==> config.mk <==
export PLATFORM = sky130hd
export DESIGN_NAME = mips_multicycle_ctrl_flat
export DESIGN_NICKNAME = d
export VERILOG_FILES = /design/src/rtl/mips_multicycle_ctrl_if.sv /design/src/rtl/mips_multicycle_ctrl.sv /design/src/flat_wrapper.sv
export SDC_FILE = /design/constraint.sdc
export NUM_CORES = 1
export LEC_CHECK = 0
export ABC_AREA = 1
export CORE_AREA = 2 2 100 73
export CTS_BUF_LIST = sky130_fd_sc_hd__clkbuf_4 sky130_fd_sc_hd__clkbuf_8
export DETAILED_ROUTE_END_ITERATION = 6
export DIE_AREA = 0 0 102 75
export PLACE_DENSITY = 0.74
export SETUP_SLACK_MARGIN = 0.4
export SLEW_MARGIN = 15
export SYNTH_ARGS = -nofsm -noshare
export SYNTH_HDL_FRONTEND = slang
export SYNTH_SLANG_ARGS = --single-unit
==> constraint.sdc <==
create_clock -name clk -period 1.8 [get_ports clk]
set_input_delay 0.45 -clock clk [delete_from_list [all_inputs] [get_ports clk]]
set_output_delay 0.45 -clock clk [all_outputs]
set_load 0.01 [all_outputs]
==> src/rtl/mips_multicycle_ctrl_if.sv <==
// Control/status bundle between the multi-cycle controller and the datapath.
// master = controller, slave = datapath side.
interface mips_multicycle_ctrl_if #(
    parameter int CNT_W = 32
);
    logic [5:0]       opcode;
    logic [5:0]       funct;
    logic             zero;
    logic             mem_ready;
    logic             pc_we;
    logic [1:0]       pc_sel;
    logic             ir_we;
    logic             reg_we;
    logic [1:0]       reg_dst;
    logic [1:0]       wd_sel;
    logic             alu_src;
    logic             ext_op;
    logic [1:0]       alu_op;
    logic             mem_re;
    logic             mem_we;
    logic             retire;
    logic             illegal;
    logic [2:0]       state;
    logic [CNT_W-1:0] instr_cnt;

    modport master (
        input  opcode, funct, zero, mem_ready,
        output pc_we, pc_sel, ir_we, reg_we, reg_dst, wd_sel,
        output alu_src, ext_op, alu_op, mem_re, mem_we,
        output retire, illegal, state, instr_cnt
    );

    modport slave (
        output opcode, funct, zero, mem_ready,
        input  pc_we, pc_sel, ir_we, reg_we, reg_dst, wd_sel,
        input  alu_src, ext_op, alu_op, mem_re, mem_we,
        input  retire, illegal, state, instr_cnt
    );
endinterface

==> src/rtl/mips_multicycle_ctrl.sv <==
// Multi-cycle MIPS control FSM: FETCH/DECODE/EXEC/MEM/WB sequencing,
// datapath enables/selects, DM handshake and retired-instruction count.
module mips_multicycle_ctrl #(
    parameter int CNT_W     = 32,
    parameter int IMEM_WAIT = 0
) (
    input logic clk,
    input logic reset,
    mips_multicycle_ctrl_if.master bus
);
    typedef enum logic [2:0] {
        S_FETCH  = 3'd0,
        S_DECODE = 3'd1,
        S_EXEC   = 3'd2,
        S_MEM    = 3'd3,
        S_WB     = 3'd4
    } state_t;

    typedef enum logic [3:0] {
        C_NOP, C_ADDU, C_SUBU, C_JR, C_ORI, C_LW,
        C_SW, C_BEQ, C_LUI, C_JAL, C_ILL
    } cls_t;

    state_t           st, st_nxt;
    cls_t             cls, dec_cls;
    logic [3:0]       wcnt;
    logic             fetch_done;
    logic [CNT_W-1:0] cnt;
    logic             pc_we, ir_we, reg_we, mem_re, mem_we;
    logic             retire, illegal, alu_src, ext_op;
    logic [1:0]       pc_sel, reg_dst, wd_sel, alu_op;

    assign fetch_done = (wcnt == 4'(IMEM_WAIT));

    always_comb begin
        dec_cls = C_ILL;
        unique case (1'b1)
            bus.opcode == 6'b000000 && bus.funct == 6'b100001: dec_cls = C_ADDU;
            bus.opcode == 6'b000000 && bus.funct == 6'b100011: dec_cls = C_SUBU;
            bus.opcode == 6'b000000 && bus.funct == 6'b001000: dec_cls = C_JR;
            bus.opcode == 6'b000000 && bus.funct == 6'b000000: dec_cls = C_NOP;
            bus.opcode == 6'b001101: dec_cls = C_ORI;
            bus.opcode == 6'b100011: dec_cls = C_LW;
            bus.opcode == 6'b101011: dec_cls = C_SW;
            bus.opcode == 6'b000100: dec_cls = C_BEQ;
            bus.opcode == 6'b001111: dec_cls = C_LUI;
            bus.opcode == 6'b000011: dec_cls = C_JAL;
            default:                 dec_cls = C_ILL;
        endcase
    end

    always_ff @(posedge clk or posedge reset) begin
        if (reset) begin
            st   <= S_FETCH;
            wcnt <= 4'd0;
            cls  <= C_NOP;
            cnt  <= '0;
        end else begin
            st   <= st_nxt;
            wcnt <= (st == S_FETCH && !fetch_done) ? wcnt + 4'd1 : 4'd0;
            if (st == S_DECODE) cls <= dec_cls;
            if (retire) cnt <= cnt + CNT_W'(1);
        end
    end

    always_comb begin
        st_nxt  = st;
        pc_we   = 1'b0;
        pc_sel  = 2'd0;
        ir_we   = 1'b0;
        reg_we  = 1'b0;
        reg_dst = 2'd0;
        wd_sel  = 2'd0;
        alu_src = 1'b0;
        ext_op  = 1'b0;
        alu_op  = 2'd0;
        mem_re  = 1'b0;
        mem_we  = 1'b0;
        retire  = 1'b0;
        illegal = 1'b0;
        case (st)
            S_FETCH: begin
                if (fetch_done) begin
                    ir_we  = 1'b1;
                    pc_we  = 1'b1;
                    st_nxt = S_DECODE;
                end
            end
            S_DECODE: begin
                st_nxt = S_EXEC;
                case (dec_cls)
                    C_NOP: begin
                        retire = 1'b1;
                        st_nxt = S_FETCH;
                    end
                    C_ILL: begin
                        retire  = 1'b1;
                        illegal = 1'b1;
                        st_nxt  = S_FETCH;
                    end
                    C_JAL: begin
                        reg_we  = 1'b1;
                        reg_dst = 2'd2;
                        wd_sel  = 2'd2;
                        pc_we   = 1'b1;
                        pc_sel  = 2'd2;
                        retire  = 1'b1;
                        st_nxt  = S_FETCH;
                    end
                    C_JR: begin
                        pc_we  = 1'b1;
                        pc_sel = 2'd3;
                        retire = 1'b1;
                        st_nxt = S_FETCH;
                    end
                    default: ;
                endcase
            end
            S_EXEC, S_MEM, S_WB: begin
                // ALU controls stay stable from EXEC through MEM/WB
                case (cls)
                    C_SUBU: alu_op = 2'd1;
                    C_ORI: begin
                        alu_src = 1'b1;
                        alu_op  = 2'd2;
                    end
                    C_LUI:  alu_src = 1'b1;
                    C_LW, C_SW: begin
                        alu_src = 1'b1;
                        ext_op  = 1'b1;
                    end
                    C_BEQ: begin
                        alu_op = 2'd1;
                        ext_op = 1'b1;
                    end
                    default: ;
                endcase
                if (st == S_EXEC) begin
                    st_nxt = (cls == C_LW || cls == C_SW) ? S_MEM : S_WB;
                    if (cls == C_BEQ) begin
                        pc_sel = 2'd1;
                        pc_we  = bus.zero;
                        retire = 1'b1;
                        st_nxt = S_FETCH;
                    end
                end else if (st == S_MEM) begin
                    mem_re = (cls == C_LW);
                    mem_we = (cls == C_SW);
                    if (bus.mem_ready) begin
                        retire = (cls == C_SW);
                        st_nxt = (cls == C_LW) ? S_WB : S_FETCH;
                    end
                end else begin
                    reg_we = 1'b1;
                    retire = 1'b1;
                    st_nxt = S_FETCH;
                    case (cls)
                        C_ADDU, C_SUBU: reg_dst = 2'd1;
                        C_LUI:          wd_sel  = 2'd3;
                        C_LW:           wd_sel  = 2'd1;
                        default: ;
                    endcase
                end
            end
            default: st_nxt = S_FETCH;
        endcase
    end

    // reset forces FETCH, whose enables must not leak out while reset is held
    assign bus.pc_we     = pc_we & ~reset;
    assign bus.ir_we     = ir_we & ~reset;
    assign bus.reg_we    = reg_we & ~reset;
    assign bus.mem_re    = mem_re & ~reset;
    assign bus.mem_we    = mem_we & ~reset;
    assign bus.retire    = retire & ~reset;
    assign bus.illegal   = illegal & ~reset;
    assign bus.pc_sel    = pc_sel;
    assign bus.reg_dst   = reg_dst;
    assign bus.wd_sel    = wd_sel;
    assign bus.alu_src   = alu_src;
    assign bus.ext_op    = ext_op;
    assign bus.alu_op    = alu_op;
    assign bus.state     = st;
    assign bus.instr_cnt = cnt;
endmodule
==> src/flat_wrapper.sv <==
// flat-port wrapper written by rule: the top's interface ports become plain ports
module mips_multicycle_ctrl_flat 
#(
    parameter int CNT_W     = 32,
    parameter int IMEM_WAIT = 0
)
  (clk, reset, bus_opcode, bus_funct, bus_zero, bus_mem_ready, bus_pc_we, bus_pc_sel, bus_ir_we, bus_reg_we, bus_reg_dst, bus_wd_sel, bus_alu_src, bus_ext_op, bus_alu_op, bus_mem_re, bus_mem_we, bus_retire, bus_illegal, bus_state, bus_instr_cnt);
  mips_multicycle_ctrl_if #(.CNT_W(CNT_W)) bus_i ();
  input logic clk;
  input logic reset;
  input wire logic [$bits(bus_i.opcode)-1:0] bus_opcode;
  input wire logic [$bits(bus_i.funct)-1:0] bus_funct;
  input wire logic [$bits(bus_i.zero)-1:0] bus_zero;
  input wire logic [$bits(bus_i.mem_ready)-1:0] bus_mem_ready;
  output wire logic [$bits(bus_i.pc_we)-1:0] bus_pc_we;
  output wire logic [$bits(bus_i.pc_sel)-1:0] bus_pc_sel;
  output wire logic [$bits(bus_i.ir_we)-1:0] bus_ir_we;
  output wire logic [$bits(bus_i.reg_we)-1:0] bus_reg_we;
  output wire logic [$bits(bus_i.reg_dst)-1:0] bus_reg_dst;
  output wire logic [$bits(bus_i.wd_sel)-1:0] bus_wd_sel;
  output wire logic [$bits(bus_i.alu_src)-1:0] bus_alu_src;
  output wire logic [$bits(bus_i.ext_op)-1:0] bus_ext_op;
  output wire logic [$bits(bus_i.alu_op)-1:0] bus_alu_op;
  output wire logic [$bits(bus_i.mem_re)-1:0] bus_mem_re;
  output wire logic [$bits(bus_i.mem_we)-1:0] bus_mem_we;
  output wire logic [$bits(bus_i.retire)-1:0] bus_retire;
  output wire logic [$bits(bus_i.illegal)-1:0] bus_illegal;
  output wire logic [$bits(bus_i.state)-1:0] bus_state;
  output wire logic [$bits(bus_i.instr_cnt)-1:0] bus_instr_cnt;
  assign bus_i.opcode = bus_opcode;
  assign bus_i.funct = bus_funct;
  assign bus_i.zero = bus_zero;
  assign bus_i.mem_ready = bus_mem_ready;
  assign bus_pc_we = bus_i.pc_we;
  assign bus_pc_sel = bus_i.pc_sel;
  assign bus_ir_we = bus_i.ir_we;
  assign bus_reg_we = bus_i.reg_we;
  assign bus_reg_dst = bus_i.reg_dst;
  assign bus_wd_sel = bus_i.wd_sel;
  assign bus_alu_src = bus_i.alu_src;
  assign bus_ext_op = bus_i.ext_op;
  assign bus_alu_op = bus_i.alu_op;
  assign bus_mem_re = bus_i.mem_re;
  assign bus_mem_we = bus_i.mem_we;
  assign bus_retire = bus_i.retire;
  assign bus_illegal = bus_i.illegal;
  assign bus_state = bus_i.state;
  assign bus_instr_cnt = bus_i.instr_cnt;
  mips_multicycle_ctrl #(.CNT_W(CNT_W), .IMEM_WAIT(IMEM_WAIT)) u_core (.clk(clk), .reset(reset), .bus(bus_i));
endmodule
Word-level counts from Yosys, hierarchy flattened
Cells that the tools add are included.

Register bits after elaboration: 43. Input bits: 16. Output and inout port bits: 52. Logic and storage cells: 113.

$add $sub $neg: 2. Equal/unequal tests: 25. Muxes and demuxes: 54. Bitwise gates (word level): 8. Reduce and logical (&&, ||, !) cells: 20.

Operator list (count): 4-bit one-hot mux with 10 select lines (1); 32-bit by 1-bit adder with 32-bit output (second input constant) (1); 1-bit two-way mux (27); 6-bit equality test (second input constant) (4); 2-bit one-hot mux with 2 select lines (6); 3-bit two-way mux (7); 6-bit by 4-bit equality test with 1-bit output (second input constant) (3); 4-bit by 3-bit equality test with 1-bit output (second input constant) (4); 2-bit two-way mux (8); 4-bit equality test (second input constant) (3); 6-bit logical NOT (2); 3-bit one-hot mux with 3 select lines (1); 4-bit by 2-bit equality test with 1-bit output (second input constant) (2); 4-bit logical NOT (2); 4-bit OR reduction (2); 1-bit bitwise AND (7); 3-bit by 2-bit equality test with 1-bit output (second input constant) (2); 6-bit by 2-bit equality test with 1-bit output (second input constant) (1); 6-bit by 3-bit equality test with 1-bit output (second input constant) (1); 2-bit OR reduction (3); 3-bit OR reduction (2); 1-bit logical AND (5); 4-bit by 1-bit adder with 4-bit output (second input constant) (1); 4-bit by 1-bit equality test with 1-bit output (second input constant) (1); other kinds (12) (13).

Longest topological paths before layout
Word-level depth: 8. Depth in mapped cells: 14. Depth with buffers taken out: 13.

Worst setup path before layout
No wires, ideal clock.

Path type: input to output. Start: input port bus_opcode[0]. End: output port bus_retire. Data arrival time: 1.520 ns. Data required time: 1.350 ns. Slack: -0.170 ns. Cell stages on the path: 12. Path through: nand2_1 -> inv_1 -> nand3_1 -> nand2_1 -> inv_1 -> nand2_1 -> nor2_1 -> nand2_2 -> nand3_2 -> nand2_4 -> buf_4 -> a21oi_1.

Cells in the longest elaborated chain, start to end: 8. Elaborated cells between the ends (all ways): 20. Those cells by class: 9 x eq/ne; 3 x mux; 1 x bitwise; 7 x reduce/logical.

RTL lines: start, declared (line flat_wrapper.sv:11) `input wire logic [$bits(bus_i.opcode)-1:0] bus_opcode;`; 6-bit logical NOT; 1-bit logical AND, on equally long branches; 4-bit one-hot mux with 10 select lines * (line mips_multicycle_ctrl.sv:37) `unique case (1'b1)`; 4-bit equality test, or another cell as far along (line mips_multicycle_ctrl.sv:91) `case (dec_cls)`; 4-bit OR reduction (no line) *; 1-bit two-way mux * (line mips_multicycle_ctrl.sv:91); 1-bit one-hot mux with 2 select lines * (line mips_multicycle_ctrl.sv:81) `case (st)`; 1-bit bitwise AND * (line mips_multicycle_ctrl.sv:175) `assign bus.retire = retire & ~reset;`; end, declared (line flat_wrapper.sv:26) `output wire logic [$bits(bus_i.retire)-1:0] bus_retire;`.

Mark *: on every way between the ends. The rest lies on a longest branch, timed or not.

Worst setup path in the final report
Start: register u_core.cls[3]. End: output port bus_retire.

Cells in the longest elaborated chain, start to end: 6. Elaborated cells between the ends (all ways): 8. Those cells by class: 2 x eq/ne; 5 x mux; 1 x bitwise.

RTL lines: start, declared (line mips_multicycle_ctrl.sv:25) `cls_t cls, dec_cls;`; start signal, assigned (line mips_multicycle_ctrl.sv:61) `if (st == S_DECODE) cls <= dec_cls;`; 4-bit by 3-bit equality test with 1-bit output (line mips_multicycle_ctrl.sv:150) `retire = (cls == C_SW);`; 1-bit two-way mux (line mips_multicycle_ctrl.sv:149) `if (bus.mem_ready) begin`; 1-bit two-way mux (line mips_multicycle_ctrl.sv:146) `end else if (st == S_MEM) begin`; 1-bit two-way mux * (line mips_multicycle_ctrl.sv:138) `if (st == S_EXEC) begin`; 1-bit one-hot mux with 2 select lines * (line mips_multicycle_ctrl.sv:81); 1-bit bitwise AND * (line mips_multicycle_ctrl.sv:175).

Marked as above.

==> results.sh <==
export IMPL_synth_top_cells_by_area="sky130_fd_sc_hd__dfrtp_1 (34%), sky130_fd_sc_hd__nand2_1 (15%), sky130_fd_sc_hd__nand3_1 (8.2%)"
export IMPL_power_leakage_nw=3.167
export IMPL_cp_data_arrival_time_ns=1.83
export IMPL_power_density_nw_per_um2=920.6
export IMPL_rsz0062_at_grt="true"
export IMPL_setup_worst_path_class="register to output pin"
export IMPL_cts_buffers=5
export IMPL_most_frequent_cell_after_synthesis="sky130_fd_sc_hd__nand2_1"
export IMPL_failed_checks="design-rule violations, negative setup slack"
export IMPL_max_slew_margin_rel_pct=54.81
export IMPL_maxSlewViolCount=0
export IMPL_final_seq_area_um2=1091
export IMPL_clk_pin_slew_ns=0.10
export IMPL_detail_route_wl_per_cell_um=22.56
export IMPL_syn_num_nets=475
export IMPL_routed_via_density=6.175
export IMPL_total_iterations_of_the_first_detailed_routing_run=7
export IMPL_chipHeight_um=75
export IMPL_synthTopCellsByCount="sky130_fd_sc_hd__nand2_1 (122), sky130_fd_sc_hd__nor2_1 (57), sky130_fd_sc_hd__inv_1 (54), sky130_fd_sc_hd__nand3_1 (51), sky130_fd_sc_hd__dfrtp_1 (43)"
export IMPL_worstReg2RegStart="u_core.cls[3]"
export IMPL_total_wirelength_mm=17.42
export IMPL_synth_yosys_warnings=0
export IMPL_routabilityCongestion=0.9745
export IMPL_critical_path_endpoint_type="output pin"
export IMPL_clock_tree_from_tritoncts="done"
export IMPL_insertion_delay_ns=0.33
export IMPL_ctsHtreeMaxLevel=2
export IMPL_cts_hold_repair_buffers=0
export IMPL_finalNetCount=696
export IMPL_floorplan_initialDensity_pct=47.21
export IMPL_rows=25
export IMPL_die_x_um=102
export IMPL_first_global_vias=4041
export IMPL_layout_area_overhead_vs_synth_pct=90.01
export IMPL_synth_cell_area_um2=3131
export IMPL_grtUsageTotal_pct=35.36
export IMPL_drcViolationCount=94
export IMPL_crit_path_start="u_core.cls[3]"
export IMPL_synthDominantCellAreaShare_pct=34.37
export IMPL_cp_max_fo=3
export IMPL_hold_worst_slack_ns=0.6090
export IMPL_post_route_worst_setup_slack_ns=-0.4842
export IMPL_start_kind="register"
export IMPL_post_layout_total_power_mw=5.476
export IMPL_synth_ff_type="sky130_fd_sc_hd__dfrtp_1"
export IMPL_min_delay_path_class="register to register"
export IMPL_synthesis_area_per_instance_um2=6.865
export IMPL_required_ns=1.35
export IMPL_fin_skew_ns=0.02035
export IMPL_regToRegSetupSlack_ns=-0.39
export IMPL_maxCapViolations=0
export IMPL_ioPinCount=68
export IMPL_drtIter0Drc=709
export IMPL_grt_overflow_total=0
export IMPL_tightestPinTransition_ns=0.6716
export IMPL_global_route_wire_length_before_repair_mm=20.56
export IMPL_outcome="finished, violations left"
export IMPL_clkSinkCount=43
export IMPL_synthDistinctLibCells=29
export IMPL_synth_ff_latch_count=43
export IMPL_antenna_cells_inserted=0
export IMPL_finalCriticalPeriod_ns=2.284
export IMPL_die_area_um2=7650
export IMPL_post_route_cells_drive_above_1_share_pct=57.08
export IMPL_hold_path_startpoint="u_core.wcnt[0]"
export IMPL_detailroute_via_count=4767
export IMPL_synth_seq_area_share_pct=34.37
export IMPL_drtAntennaViolNets=0
export IMPL_timing_fmax_ghz=0.4378
export IMPL_async_flop_share_pct=100.0
export IMPL_fin_crit_sh_pct=126.9
export IMPL_placeable_core_region_um2=6631
export IMPL_number_of_enable_type_register_cells_in_the_synthesized_netlist=0
export IMPL_number_of_antenna_violations_at_the_first_check_in_global_routing=0
export IMPL_fillCellCount=294
export IMPL_finalSetupViolCount=51
export IMPL_finalHoldViolCount=0
export IMPL_clockBufferDepth=2
export IMPL_port_buffer_count=67
export IMPL_vdd_drop_max_v=0.0007335
export IMPL_clockRootBuffer="sky130_fd_sc_hd__clkbuf_8"
export IMPL_multi_input_gate_area_um2=2326
export IMPL_synth_top_area_cell="sky130_fd_sc_hd__dfrtp_1"
export IMPL_detailed_place_hpwl_mm=7.429
export IMPL_postSynthCellCount=456
export IMPL_grt_start_max_net_pins=34
## logic make-up after synthesis
family          share of synthesized area (%)
flops                                   34.37
fa+ha+maj                               1.199
xor+xnor                                8.953
simple gates                            41.73
compound gates                          4.237
buf+inv                                 9.512
## cell usage in the layout, fill, tap and decap left out, types with 4 or more instances in the layout
cell type                  netlist  routed
sky130_fd_sc_hd__nand2_4         2      26
sky130_fd_sc_hd__o21ai_2         0       4
sky130_fd_sc_hd__nor2_1         57      35
sky130_fd_sc_hd__clkbuf_8        0       6
sky130_fd_sc_hd__buf_12          0       4
sky130_fd_sc_hd__nand2_2        13      38
sky130_fd_sc_hd__dfrtp_1        43      31
sky130_fd_sc_hd__o21ai_1         1       5
sky130_fd_sc_hd__nor3_4          1       4
sky130_fd_sc_hd__nor3_2          2       6
sky130_fd_sc_hd__nor3_1         15       8
sky130_fd_sc_hd__nand3_2         2       4
sky130_fd_sc_hd__nor4_1          6       5
sky130_fd_sc_hd__dfrtp_2         0      12
sky130_fd_sc_hd__inv_2           4      18
sky130_fd_sc_hd__nor2_2          5      11
sky130_fd_sc_hd__inv_4           0       6
sky130_fd_sc_hd__clkbuf_2        0       6
sky130_fd_sc_hd__xor2_1         21      21
sky130_fd_sc_hd__nor2_4          0      16
sky130_fd_sc_hd__nand4_1        12      12
sky130_fd_sc_hd__buf_6           3      72
sky130_fd_sc_hd__buf_2           4      27
sky130_fd_sc_hd__nand2_1       122      71
sky130_fd_sc_hd__inv_1          54      33
sky130_fd_sc_hd__a21oi_2         0       5
sky130_fd_sc_hd__nand3_1        51      46
sky130_fd_sc_hd__xnor2_1        11      11
sky130_fd_sc_hd__buf_4           3     102
## path summary, 6_finish.rpt
| path | endpoint | cells after the start |
|---|---|---|
| worst max-delay path | bus_retire | 6 |
| worst min-delay path | u_core.wcnt[0] | 2 |
| worst max register to register | u_core.bus.instr_cnt[24] | 10 |
| worst min register to register | u_core.wcnt[0] | 2 |
| max in group asynchronous | u_core.bus.instr_cnt[28] | 5 |
| min in group asynchronous | u_core.bus.instr_cnt[5] | 4 |
## critical path, cell delays in order, from the launching register on
cell and delay (ns):
sky130_fd_sc_hd__dfrtp_1 0.45, sky130_fd_sc_hd__nor2_4 0.22, sky130_fd_sc_hd__nand3_2 0.16, sky130_fd_sc_hd__o21ai_2 0.22, sky130_fd_sc_hd__o311ai_4 0.18, sky130_fd_sc_hd__a21oi_4 0.14, sky130_fd_sc_hd__buf_2 0.14
## through the flow
step | setup WS [ns] | TNS (ns) | cells | util (%) | area [um^2]
2_1_floorplan | -0.06248 | -0.1181 | 456 | - | 3266
3_3_place_gp | -1.134 | -39.60 | 677 | 68.42 | 4537
3_5_place_dp | -1.255 | -45.54 | 677 | 68.42 | 4537
4_1_cts | -0.3537 | -7.855 | 760 | 82.43 | 5466
5_1_grt | -0.5115 | -17.37 | 772 | 89.70 | 5948
6_report | -0.4842 | -15.70 | 772 | 89.70 | 5948
## power by group
group	switching (mW)	total [mW]	internal (mW)
combinational	1.81	3.40	1.60
sequential	0.134	1.21	1.08
clock	0.412	0.863	0.451
## registers in the layout (all words and copies together) (netlist names)
register / flops
u_core.bus.instr_cnt: 32
u_core.bus.state: 3
u_core.cls: 4
u_core.wcnt: 4
## per-layer routing
metal | track usage (%) | wire length (um) | up-vias
met3 | 7.057 | 2215 | 180
met1 | 47.69 | 6143 | 2217
met5 | 0 | 0 | -
met2 | 56.58 | 7520 | 471
met4 | 14.07 | 1541 | 0
li1 | - | - | 1899
## area by class of cell
class | instances | area share [%]
sequential | 43 | 18.34
inverter | 58 | 3.976
clock inverter | 2 | 0.5890
multi-input combinational | 344 | 39.10
tap | 94 | 1.977
clock buffer | 6 | 1.388
timing repair buffer | 225 | 34.62
## repair_timing
action	in CTS	in global routing
gates resized for setup	369	123
endpoints found under the setup margin	89	86
setup buffers	72	10
cloned	3	2
endpoints found under the hold margin	0	0
pin swaps	31	25
No activity file was read; power rests on OpenSTA's default activity.
